## config.mk

```make
export PLATFORM = sky130hd
export DESIGN_NAME = ps2_key_controller
export DESIGN_NICKNAME = d
export VERILOG_FILES = /design/src/rtl/ps2_key_controller.sv
export SDC_FILE = /design/constraint.sdc
export NUM_CORES = 1
export LEC_CHECK = 0
export ABC_AREA = 1
export CAP_MARGIN = 10
export CORE_ASPECT_RATIO = 1.25
export CORE_MARGIN = 3
export CORE_UTILIZATION = 43
export CTS_BUF_LIST = sky130_fd_sc_hd__clkbuf_8
export CTS_CLUSTER_DIAMETER = 50
export DETAILED_ROUTE_END_ITERATION = 12
export DONT_BUFFER_PORTS = 1
export GPL_TIMING_DRIVEN = 0
export SLEW_MARGIN = 15
export SYNTH_ARGS = -nofsm -noshare
export SYNTH_HDL_FRONTEND = slang
export SYNTH_SLANG_ARGS = --single-unit
```

## constraint.sdc

```tcl
create_clock -name i_clk -period 3.4 [get_ports i_clk]
set_clock_uncertainty 0.05 [all_clocks]
set_input_delay 0.85 -clock i_clk [delete_from_list [all_inputs] [get_ports i_clk]]
set_output_delay 0.85 -clock i_clk [all_outputs]
set_load 0.01 [all_outputs]
```

## src/rtl/ps2_key_controller.sv

```systemverilog
// ps2_key_controller: decodes a PS/2 set-2 byte stream into key events.
// It tracks held state for W/S/Up/Down/Space and turns it into paddle motion
// requests plus a pause toggle.
//
// Optional build macro PS2_KEY_EVENT_FIFO_EN:
//   undefined -> o_evt_valid is a one-cycle pulse and the fields hold until the
//                next event. i_evt_ready is ignored and o_evt_overflow is 0.
//   defined   -> events are queued in a FIFO_DEPTH-entry FIFO (power of two, >= 2).
//                The head is presented on o_evt_*, a pop is o_evt_valid & i_evt_ready,
//                and o_evt_overflow is a sticky flag set when an event is dropped.
//
// Ports:
//   i_clk, i_rst_n              clock, synchronous active-low reset
//   i_data, i_data_valid        received byte and its one-cycle strobe
//   o_p1_up/down, o_p2_up/down  net paddle motion requests
//   o_pause                     pause toggle state
//   o_evt_valid/code/ext/brk    key event stream, i_evt_ready is the consumer handshake
//   o_evt_overflow              sticky event-drop flag
module ps2_key_controller #(
  parameter int unsigned TIMEOUT_CYCLES = 50000,
  parameter int unsigned FIFO_DEPTH     = 4
) (
  input  logic       i_clk,
  input  logic       i_rst_n,
  input  logic [7:0] i_data,
  input  logic       i_data_valid,
  output logic       o_p1_up,
  output logic       o_p1_down,
  output logic       o_p2_up,
  output logic       o_p2_down,
  output logic       o_pause,
  output logic       o_evt_valid,
  output logic [7:0] o_evt_code,
  output logic       o_evt_ext,
  output logic       o_evt_brk,
  input  logic       i_evt_ready,
  output logic       o_evt_overflow
);

  localparam int unsigned CNT_W = (TIMEOUT_CYCLES > 1) ? $clog2(TIMEOUT_CYCLES) : 1;

  typedef enum logic [1:0] {S_BASE, S_EXT, S_BRK, S_EXT_BRK} state_t;

  state_t           state_q, state_d;
  logic [CNT_W-1:0] cnt_q, cnt_d;
  logic             evt_fire_c, evt_ext_c, evt_brk_c;
  logic             w_q, s_q, up_q, dn_q, sp_q;
  logic             w_d, s_d, up_d, dn_d, sp_d, pause_d;

  // Prefix FSM state and timeout counter registers
  always_ff @(posedge i_clk) begin
    if (!i_rst_n) begin
      state_q <= S_BASE;
      cnt_q   <= '0;
    end else begin
      state_q <= state_d;
      cnt_q   <= cnt_d;
    end
  end

  // Prefix decode; a byte in the timeout cycle wins over the timeout
  always_comb begin
    state_d    = state_q;
    cnt_d      = cnt_q;
    evt_fire_c = 1'b0;
    evt_ext_c  = (state_q == S_EXT) || (state_q == S_EXT_BRK);
    evt_brk_c  = (state_q == S_BRK) || (state_q == S_EXT_BRK);
    if (i_data_valid) begin
      cnt_d = '0;
      if (i_data == 8'hE0) begin
        state_d = S_EXT;
      end else if (i_data == 8'hF0) begin
        state_d = evt_ext_c ? S_EXT_BRK : S_BRK;
      end else begin
        evt_fire_c = 1'b1;
        state_d    = S_BASE;
      end
    end else if (state_q == S_BASE) begin
      cnt_d = '0;
    end else if (cnt_q == CNT_W'(TIMEOUT_CYCLES - 1)) begin
      state_d = S_BASE;
      cnt_d   = '0;
    end else begin
      cnt_d = cnt_q + CNT_W'(1);
    end
  end

  // Held-key and pause next state; Space repeats while held do not toggle
  always_comb begin
    w_d     = w_q;
    s_d     = s_q;
    up_d    = up_q;
    dn_d    = dn_q;
    sp_d    = sp_q;
    pause_d = o_pause;
    if (evt_fire_c) begin
      if (!evt_ext_c) begin
        case (i_data)
          8'h1D:   w_d = !evt_brk_c;
          8'h1B:   s_d = !evt_brk_c;
          8'h29: begin
            sp_d = !evt_brk_c;
            if (!evt_brk_c && !sp_q) pause_d = !o_pause;
          end
          default: ;
        endcase
      end else begin
        case (i_data)
          8'h75:   up_d = !evt_brk_c;
          8'h72:   dn_d = !evt_brk_c;
          default: ;
        endcase
      end
    end
  end

  // Held registers and registered paddle outputs
  always_ff @(posedge i_clk) begin
    if (!i_rst_n) begin
      {w_q, s_q, up_q, dn_q, sp_q} <= '0;
      {o_p1_up, o_p1_down, o_p2_up, o_p2_down, o_pause} <= '0;
    end else begin
      {w_q, s_q, up_q, dn_q, sp_q} <= {w_d, s_d, up_d, dn_d, sp_d};
      o_p1_up   <= w_d & ~s_d;
      o_p1_down <= s_d & ~w_d;
      o_p2_up   <= up_d & ~dn_d;
      o_p2_down <= dn_d & ~up_d;
      o_pause   <= pause_d;
    end
  end

`ifdef PS2_KEY_EVENT_FIFO_EN
  localparam int unsigned PTR_W = (FIFO_DEPTH > 1) ? $clog2(FIFO_DEPTH) : 1;
  localparam int unsigned ENT_W = 10;

  logic [ENT_W-1:0] mem_q [FIFO_DEPTH];
  logic [PTR_W-1:0] wr_q, rd_q;
  logic [PTR_W:0]   count_q, count_d;
  logic             pop_c, full_c, push_c, drop_c;

  assign pop_c   = o_evt_valid & i_evt_ready;
  assign full_c  = (count_q == (PTR_W+1)'(FIFO_DEPTH));
  assign push_c  = evt_fire_c & (~full_c | pop_c);
  assign drop_c  = evt_fire_c & full_c & ~pop_c;
  assign count_d = count_q + (PTR_W+1)'(push_c) - (PTR_W+1)'(pop_c);

  // Event FIFO; a push into a full FIFO that is popping in the same cycle is accepted
  always_ff @(posedge i_clk) begin
    if (!i_rst_n) begin
      wr_q           <= '0;
      rd_q           <= '0;
      count_q        <= '0;
      o_evt_valid    <= 1'b0;
      o_evt_overflow <= 1'b0;
    end else begin
      if (push_c) begin
        mem_q[wr_q] <= {i_data, evt_ext_c, evt_brk_c};
        wr_q        <= wr_q + PTR_W'(1);
      end
      if (pop_c) rd_q <= rd_q + PTR_W'(1);
      count_q     <= count_d;
      o_evt_valid <= (count_d != '0);
      if (drop_c) o_evt_overflow <= 1'b1;
    end
  end

  assign {o_evt_code, o_evt_ext, o_evt_brk} = mem_q[rd_q];
`else
  logic unused_evt_ready;
  assign unused_evt_ready = i_evt_ready;
  assign o_evt_overflow   = 1'b0;

  // Pulse valid once per event; fields hold until the next event
  always_ff @(posedge i_clk) begin
    if (!i_rst_n) begin
      o_evt_valid <= 1'b0;
      o_evt_code  <= '0;
      o_evt_ext   <= 1'b0;
      o_evt_brk   <= 1'b0;
    end else begin
      o_evt_valid <= evt_fire_c;
      if (evt_fire_c) begin
        o_evt_code <= i_data;
        o_evt_ext  <= evt_ext_c;
        o_evt_brk  <= evt_brk_c;
      end
    end
  end
`endif

endmodule

```

; Word-level counts from Yosys, hierarchy flattened
; Cells that the tools add are included.
[word_totals]
ff_bits = 39
in_bits = 12
elab_cells = 72
[classes]
addsub = 1
eq_ne = 12
muxes = 21
bitwise = 10
n_reduce_logical = 12
[ops]
columns = op, n
row1 = "16-bit by 1-bit adder with 16-bit output, second input constant", 1
row2 = "16-bit equality test, second input constant", 1
row3 = "8-bit by 5-bit equality test with 1-bit output, second input constant", 2
row4 = "8-bit by 7-bit equality test with 1-bit output, second input constant", 2
row5 = "8-bit equality test, second input constant", 2
row6 = 1-bit two-way mux, 16
row7 = 2-bit two-way mux, 5
row8 = "8-bit by 6-bit equality test with 1-bit output, second input constant", 1
row9 = 1-bit inverter, 6
row10 = 1-bit bitwise AND, 4
row11 = "2-bit equality test, second input constant", 2
row12 = 4-bit AND reduction, 1
row13 = 4-bit OR reduction, 1
row14 = 1-bit logical NOT, 3
row15 = 3-bit AND reduction, 1
row16 = "2-bit by 1-bit equality test with 1-bit output, second input constant", 1
row17 = 2-bit logical NOT, 1
row18 = 1-bit logical OR, 2
row19 = "2-bit != test, second input constant", 1
row20 = 2-bit AND reduction, 1
row21 = 2-bit nonzero test, 1
row22 = 1-bit logical AND, 1

; Depth between registers and ports, before layout
; Gate-level depths: netlist of run 1.
[depth]
depth_word = 8
mapped_depth = 11
mapped_depth_nobuf = 11

; Worst setup path before layout of run 1
; Ideal clock, no wire load.
[synth_path]
path_kind = in2reg
from = in i_rst_n
to = reg cnt_q[6]
arrival_ns = 1.715
t_required_ns = 3.280
slack_ns = 1.565
cell_stages = 6
n_path_buf = 2
cell_sequence = buf_2 > inv_1 > nor2_1 > nand3_1 > buf_2 > a21oi_1
[synth_via]
elab_chain_len = 2
[synth_lines]
columns = item, line
row1 = "start, declared", 24  ; input logic i_rst_n,
row2 = 1-bit inverter (no line), --
row3 = 4-bit OR reduction (no line), --
row4 = "end signal, assigned", 57  ; cnt_q <= cnt_d;
row5 = "end, declared", 45  ; logic [CNT_W-1:0] cnt_q, cnt_d;
; Every way passes these cells.
; A chain may end at the register's enable or synchronous reset.

; Final worst setup path of run 1
[layout_path]
from = reg cnt_q[0]
to = reg cnt_q[15]
[layout_via]
elab_chain_len = 2
[layout_lines]
columns = item
row1 = "parallel branches: the longest is 2 deep, another holds 16-bit by 1-bit adder with 16-bit output"
; Parallel ways; which one is timed is not known.

==> impl_metrics.json, run 1 <==
{
  "antenna_found_initial": 0,
  "synth_nets": 280,
  "cts_root_buffer": "clkbuf_8",
  "die_x_um": 64.4,
  "ys_ff_latch": 39,
  "grt_overflow_total": 0,
  "vias": 1579,
  "crit_family": "simple AND/OR/NAND/NOR gates",
  "r2r_slack_ns": 1.49,
  "grtUsageTotal_pct": 16.8,
  "tightestPinTransition_ns": 0.503,
  "drv_slew": 0,
  "min_path_cells": 1,
  "finalHoldViolCount": 0,
  "rows": 25,
  "maxCapViolCount": 0,
  "start_kind": "flip-flop",
  "clock_path_buffers": 2,
  "hpwl_um": 2970,
  "seq_area_frac_synth_pct": 42.6,
  "min_path_type": "flip-flop to flip-flop",
  "worst_slack_ns": 1.49,
  "synth_area_mm2": 0.00183,
  "place_ws_ns": 1.20,
  "power_frac_comb_pct": 4.4,
  "synth_common_cells": "nand2_1, inv_1, dfxtp_1",
  "yosys.area.top_type_share_pct": 42.6,
  "slew_headroom_pct": 66.2,
  "r2r_cells": 7,
  "viasPerCell": 4.81,
  "criticalPathCategory": "flip-flop to flip-flop",
  "cpPeakStageDelay_ns": 0.36,
  "cts_made_buffers": 5,
  "r2r-end": "cnt_q[15]",
  "ctsHoldBuffers": 0,
  "worstPathRequired_ns": 3.52,
  "drt-total-wl_um": 3810,
  "antennaDiodeCount": 0,
  "largest_register_ffs": 16,
  "whs_endpoint": "cnt_q[0]",
  "ctsResizeCount": 0,
  "cts_max_level": 2,
  "grt_pass1_vias": 1527,
  "netlist_instances": 267,
  "ys_types": 26,
  "p_int_uw": 635,
  "async_flop_share_pct": 0,
  "reg_top3": "cnt_q: 16 flops, o_evt_code: 8 flops, state_q: 2 flops",
  "fin_cells": 328,
  "drcViolationCount": 0,
  "avgRoutedWirePerCell_um": 11.6,
  "ant_nets": 0,
  "worst-path-stages": 7,
  "holdWs_ns": 0.403,
  "core-area_mm2": 0.00394,
  "clock_sinks": 39,
  "p_seq_share_pct": 57.7,
  "powerDensity_mw_per_mm2": 412,
  "post_cts_buffers": 0,
  "syn_area_per_cell_um2": 6.87,
  "max_clock_freq_mhz": 522,
  "routabilityCongestion": 0.880,
  "ir_worst_vdd_uv": 263,
  "area_growth_pct": 8.46,
  "final_core_util_pct": 50.4,
  "drtPass1Iterations": 4,
  "drive_above_1_share_pct": 9.49,
  "yosysTopAreaCell": "dfxtp_1",
  "crit_chain": "ha_1 > nand2_1 > nor2_1 > nand3_1 > nand3_1 > buf_2 > nor2_1",
  "grt_pass1_wl_um": 6670,
  "die_y_um": 79.0,
  "min_period_ns": 1.91,
  "cts.clk_slew.worst_paths_ns": 0.07,
  "switching_share_pct": 22.4,
  "ios": 29,
  "worstHoldStart": "cnt_q[0]",
  "synthFlopType": "dfxtp_1",
  "yosysMostFrequentCell": "nand2_1",
  "drt_iter0_markers": 47,
  "clkPwrFrac_pct": 37.9,
  "clk_latency_ns": 0.28,
  "p_switching_uw": 183,
  "start_util_pct": 46.5,
  "port_buffers": 0,
  "nets": 287,
  "finalSetupViolations": 0,
  "period_share_pct": 56.3,
  "fin_tns_setup_ns": 0,
  "path_buf_inv": 1,
  "regMostFlops": "cnt_q",
  "crit_path_end_kind": "flip-flop",
  "dp_cells": 321,
  "arrival_ns": 2.04,
  "grt_max_degree": 12,
  "synth_edf_count": 0,
  "ys_warn_count": 0,
  "die_area_mm2": 0.00509,
  "reg2reg_from": "cnt_q[0]",
  "rsz0062_at_grt": "no",
  "status": "completed",
  "crit_fanout": 10,
  "synth_area_leaders": "dfxtp_1, nand2_1, inv_1, nor2_1, nand3_1",
  "cts_tree": "yes",
  "p_leak_uw": 0.000849,
  "slowest_stage": "dfxtp_1"
}
[how the worst max path moves through the flow]
stage	end	startpoint	slack (ns)
after floorplan	cnt_q[6]	i_rst_n	1.57
after global routing	cnt_q[0]	cnt_q[0]	1.29
final	cnt_q[15]	cnt_q[0]	1.49
after detailed placement	cnt_q[3]	i_rst_n	1.20
after CTS	cnt_q[15]	cnt_q[0]	1.44
after global placement	cnt_q[7]	i_rst_n	1.22
[layer usage]
| layer | up-vias | routed length, um | track usage [%] |
|---|---|---|---|
| li1 | 852 | - | - |
| met1 | 698 | 1580 | 18.0 |
| met2 | 23 | 2020 | 30.7 |
| met3 | 6 | 145 | 4.81 |
| met4 | 0 | 61 | 6.77 |
| met5 | - | 0 | 0 |
[area by class of cell]
| cell class | instances | area [um2] |
|---|---|---|
| buffer | 5 | 33.8 |
| clock buffer | 6 | 82.6 |
| clock inverter | 1 | 5.00 |
| fill | 426 | 1950 |
| inverter | 46 | 173 |
| multi-input combinational | 177 | 846 |
| sequential | 39 | 781 |
| tap | 54 | 67.6 |
[kinds of logic after synthesis]
group,synth area share (%)
AND/OR/NAND/NOR,36.8
buffers and inverters,11.3
flip-flops,42.6
AO/OA/AOI/OAI,6.55
XOR/XNOR,1.91
adder cells (fa/ha/maj),0.682
other,0.205
[metrics by stage]
| step | cell area [um2] | total power [uW] |
|---|---|---|
| after global routing | 1990 | 856 |
| final | 1990 | 818 |
| after global placement | 1900 | 518 |
| after CTS | 1990 | 831 |
| after floorplan | 1830 | 510 |
| after detailed placement | 1900 | 519 |
[placed cells by master (no fill, tap or decap), drive strengths merged, types with 2 or more instances in the layout]
cell type,n
clkbuf,6
xor2,3
nor3,11
nor2,38
nand3,21
nand2,63
or2,3
nand4,9
buf,5
a21oi,11
a211oi,2
inv,46
nor4,2
o21ai,10
dfxtp,39
[power groups by stage]
| stage | clock network [uW] | logic, uW | registers, uW |
|---|---|---|---|
| 2_1_floorplan | 0 | 29.1 | 481 |
| 3_3_place_gp | 0 | 35.0 | 483 |
| 3_5_place_dp | 0 | 35.7 | 483 |
| 4_1_cts | 323 | 35.8 | 472 |
| 5_1_grt | 343 | 40.6 | 473 |
| 6_report | 310 | 35.6 | 472 |
No activity file was read; power rests on OpenSTA's default activity.
==> inputs of run 2 (changes only) <==
clock period = 1.76 ns   (was 3.4 ns; I/O delays follow)
==> impl_metrics.json, run 2 (synthesis results as in run 1) <==
{
  "status": "completed",
  "final_cell_mix": "nand2_1, inv_1, dfxtp_1",
  "die_y_um": 79.0,
  "postLayoutCellArea_mm2": 0.00200,
  "drtPass1Iterations": 4,
  "die_area_mm2": 0.00509,
  "rows": 25,
  "arrival_ns": 1.73,
  "drt_iter0_markers": 36,
  "largest_register_ffs": 16,
  "layout_commonest_cell": "nand2_1",
  "crit_path_end_kind": "flip-flop",
  "clock_path_buffers": 2,
  "fin_cells": 328,
  "grt_pass1_wl_um": 6670,
  "cts_made_buffers": 5,
  "power_uw": 1580,
  "ir_worst_vdd_uv": 509,
  "routabilityCongestion": 0.880,
  "grtUsageTotal_pct": 16.9,
  "antennaDiodeCount": 0,
  "criticalPathCategory": "flip-flop to flip-flop",
  "die_x_um": 64.4,
  "clock_sinks": 39,
  "cts_max_level": 2,
  "maxCapViolCount": 0,
  "clk_latency_ns": 0.28,
  "min_path_type": "input port to flip-flop",
  "start_kind": "flip-flop",
  "max_clock_freq_mhz": 635,
  "finalSetupViolations": 0,
  "p_leak_uw": 0.000851,
  "ios": 29,
  "post_cts_buffers": 0,
  "avgRoutedWirePerCell_um": 11.6,
  "drive_above_1_share_pct": 10.2,
  "slew_headroom_pct": 66.9,
  "tightestPinTransition_ns": 0.493,
  "vias": 1573,
  "nets": 287,
  "cts_root_buffer": "clkbuf_8",
  "hpwl_um": 2970,
  "grt_pass1_vias": 1527,
  "area_growth_pct": 9.28,
  "startpoint": "cnt_q[7]",
  "rsz0062_at_grt": "no",
  "reg2reg_from": "cnt_q[7]",
  "min_period_ns": 1.57,
  "worstHoldStart": "i_data[4]",
  "dpl_cell_area_mm2": 0.00190,
  "crit_fanout": 5,
  "dp_cells": 321,
  "start_util_pct": 46.5,
  "cts_tree": "yes",
  "viasPerCell": 4.80,
  "reg_top3": "cnt_q: 16 flops, o_evt_code: 8 flops, state_q: 2 flops",
  "fillers": 425,
  "port_buffers": 0,
  "worstPathRequired_ns": 1.92,
  "drcViolationCount": 0,
  "grt_overflow_total": 0,
  "ctsHoldBuffers": 0,
  "core-area_mm2": 0.00394,
  "drt-total-wl_um": 3810,
  "grt_max_degree": 12,
  "antenna_found_initial": 0,
  "finalHoldViolCount": 0,
  "cts.clk_slew.worst_paths_ns": 0.07,
  "ant_nets": 0,
  "drv_slew": 0,
  "regMostFlops": "cnt_q",
  "period_share_pct": 89.5,
  "powerDensity_mw_per_mm2": 789
}
run 2: cell count changes in the layout (fill, tap and decap cells not counted):
cell	delta
buf_2	-1
buf_4	+1
nand3_1	-1
nand3_2	+1
nor2_1	-1
nor2_4	+1
run 2: layout make-up:
cell class	instances	area [um2]	area share, %
tap	54	67.6	3.37
clock inverter	1	5.00	0.250
buffer	5	36.3	1.81
inverter	46	173	8.62
clock buffer	6	82.6	4.12
multi-input combinational	177	858	42.8
sequential	39	781	39.0
run 2: power by group:
group	total [uW]	switching [uW]	internal, uW
Combinational	69.2	46.6	22.5
Clock	599	292	307
Sequential	912	16.0	896
Total	1580	354	1230
run 2: final timing paths:
| path | slack, ns | cells past startpoint | endpoint |
|---|---|---|---|
| worst max-delay path | 0.19 | 6 | cnt_q[14] |
| worst min-delay path | 0.25 | 2 | o_evt_code[4] |
| worst max register to register | 0.19 | 6 | cnt_q[14] |
| worst min register to register | 0.40 | 1 | cnt_q[0] |
run 2: worst max-delay path, cell delays in order (launching register included):
cell,delay (ns)
dfxtp_1,0.40
inv_1,0.07
nor3_1,0.44
nand3_1,0.17
inv_1,0.13
a21oi_1,0.08
nor3_1,0.16
run 2: routing by layer:
layer / vias up / GRT usage, % / routed length, um
li1: 850 / - / -
met1: 698 / 18.1 / 1580
met2: 19 / 30.7 / 2030
met3: 6 / 4.81 / 137
met4: 0 / 6.77 / 61
met5: - / 0 / 0
run 2: repair_timing:
action / in CTS / in global routing
endpoints found under the setup margin: 10 / 7
resized for setup: 3 / 1
gates cloned: 0 / 0
run 2: through the flow:
| stage | worst slack [ns] | hold WS [ns] | util, % | TNS [ns] |
|---|---|---|---|---|
| floorplan | 0.257 | 0.368 | - | 0 |
| global placement | -0.157 | 0.385 | 48.2 | -1.46 |
| detailed placement | -0.180 | 0.388 | 48.2 | -1.62 |
| CTS | 0.102 | 0.236 | 50.7 | 0 |
| global route | 0.0332 | 0.253 | 50.8 | 0 |
| finish | 0.185 | 0.245 | 50.8 | 0 |
==> inputs of run 3 (changes only) <==
SETUP_SLACK_MARGIN = 0.4   (was default)
==> impl_metrics.json, run 3 (synthesis results as in run 1) <==
{
  "grt_pass1_wl_um": 7080,
  "cts_root_buffer": "clkbuf_8",
  "core-area_mm2": 0.00394,
  "crit_fanout": 6,
  "regMostFlops": "cnt_q",
  "cts_tree": "yes",
  "grtUsageTotal_pct": 17.8,
  "avgRoutedWirePerCell_um": 12.3,
  "antennaDiodeCount": 0,
  "reg_top3": "cnt_q: 16 flops, o_evt_code: 8 flops, state_q: 2 flops",
  "clock_path_buffers": 2,
  "powerDensity_mw_per_mm2": 754,
  "die_area_mm2": 0.00509,
  "fin_cells": 338,
  "status": "completed",
  "fin_tns_setup_ns": 0,
  "worstPathRequired_ns": 1.90,
  "p_switching_uw": 381,
  "drt-total-wl_um": 4140,
  "grt_overflow_total": 0,
  "hpwl_um": 3000,
  "final_cell_mix": "nand2_1, inv_1, dfxtp_1",
  "antenna_found_initial": 0,
  "power_frac_comb_pct": 4.6,
  "criticalPathCategory": "flip-flop to flip-flop",
  "power_uw": 1760,
  "ir_worst_vdd_uv": 521,
  "vias": 1651,
  "die_y_um": 79.0,
  "ios": 29,
  "arrival_ns": 1.51,
  "p_seq_share_pct": 51.5,
  "cts_max_level": 2,
  "grt_max_degree": 13,
  "die_x_um": 64.4,
  "switching_share_pct": 21.7,
  "viasPerCell": 4.88,
  "rsz0062_at_grt": "yes",
  "start_kind": "flip-flop",
  "routabilityCongestion": 0.829,
  "drcViolationCount": 0,
  "min_period_ns": 1.37,
  "min_path_type": "input port to flip-flop",
  "period_share_pct": 78.1,
  "finalSetupViolations": 0,
  "drive_above_1_share_pct": 28.9,
  "cts.clk_slew.worst_paths_ns": 0.08,
  "clkPwrFrac_pct": 43.9,
  "clk_latency_ns": 0.29,
  "nets": 296,
  "crit_path_end_kind": "flip-flop",
  "dp_cells": 321,
  "maxCapViolCount": 0,
  "area_growth_pct": 27.4,
  "max_clock_freq_mhz": 728,
  "drv_slew": 0,
  "drtPass1Iterations": 4,
  "largest_register_ffs": 16,
  "grt_pass1_vias": 1546,
  "p_leak_uw": 0.000970,
  "port_buffers": 0,
  "p_int_uw": 1380,
  "cts_made_buffers": 5,
  "rows": 25,
  "start_util_pct": 46.5,
  "ant_nets": 0,
  "finalHoldViolCount": 0,
  "layout_commonest_cell": "nand2_1",
  "drt_iter0_markers": 93,
  "clock_sinks": 39
}
## run 3: final timing paths
kind / end / cells past startpoint / slack (ns) / start
worst max-delay path: cnt_q[5] / 7 / 0.39 / cnt_q[0]
worst min-delay path: o_evt_code[0] / 2 / 0.23 / i_data[0]
worst max register to register: cnt_q[5] / 7 / 0.39 / cnt_q[0]
worst min register to register: o_evt_code[1] / 2 / 0.45 / o_evt_code[1]
## run 3: layout make-up
cell class,count,area (um2)
fillers,372,1610
inverters,46,199
repair buffers,9,88.8
flip-flops and latches,39,798
clock inverters,2,35.0
multi-input cells,177,1020
plain buffers,5,43.8
well taps,54,67.6
clock buffers,6,82.6
## run 3: stage by stage
stage               area [um2]  hold WS, ns  setup WS [ns]  utilization (%)
floorplan                 1890        0.368          0.374                -
global placement          1960        0.383          0.106             49.8
CTS                       2200        0.223          0.399             55.7
finish                    2330        0.228          0.386             59.2
global route              2330        0.233          0.302             59.2
detailed placement        1960        0.388         0.0930             49.8
## run 3: critical path: stages, from the launching register on
cell,delay (ns)
dfxtp_4,0.37
ha_4,0.14
nand2_4,0.06
nor2_4,0.16
nand3_2,0.12
nand3_4,0.16
clkbuf_16,0.17
nor2_2,0.03
## run 3: power groups by stage
| stage | clock network (uW) | registers, uW | logic (uW) |
|---|---|---|---|
| after detailed placement | 0 | 932 | 80.3 |
| after global placement | 0 | 932 | 78.8 |
| after global routing | 833 | 908 | 91.5 |
| after CTS | 790 | 911 | 80.8 |
| after floorplan | 0 | 930 | 66.2 |
| final | 773 | 906 | 80.8 |
## run 3: metal layers
| metal | track usage, % | wire, um | vias to the layer above |
|---|---|---|---|
| met5 | 0 | 0 | - |
| met4 | 5.71 | 76 | 0 |
| met2 | 33.4 | 2250 | 25 |
| met1 | 18.9 | 1660 | 746 |
| li1 | - | - | 874 |
| met3 | 4.95 | 162 | 6 |
## run 3: timing repair
item | in CTS | in global routing
buffers inserted | 5 | 3
setup endpoints to repair | 18 | 24
hold buffers | 0 | 0
pin swaps | 6 | 7
gates cloned | 0 | 1
gates resized for setup | 24 | 29
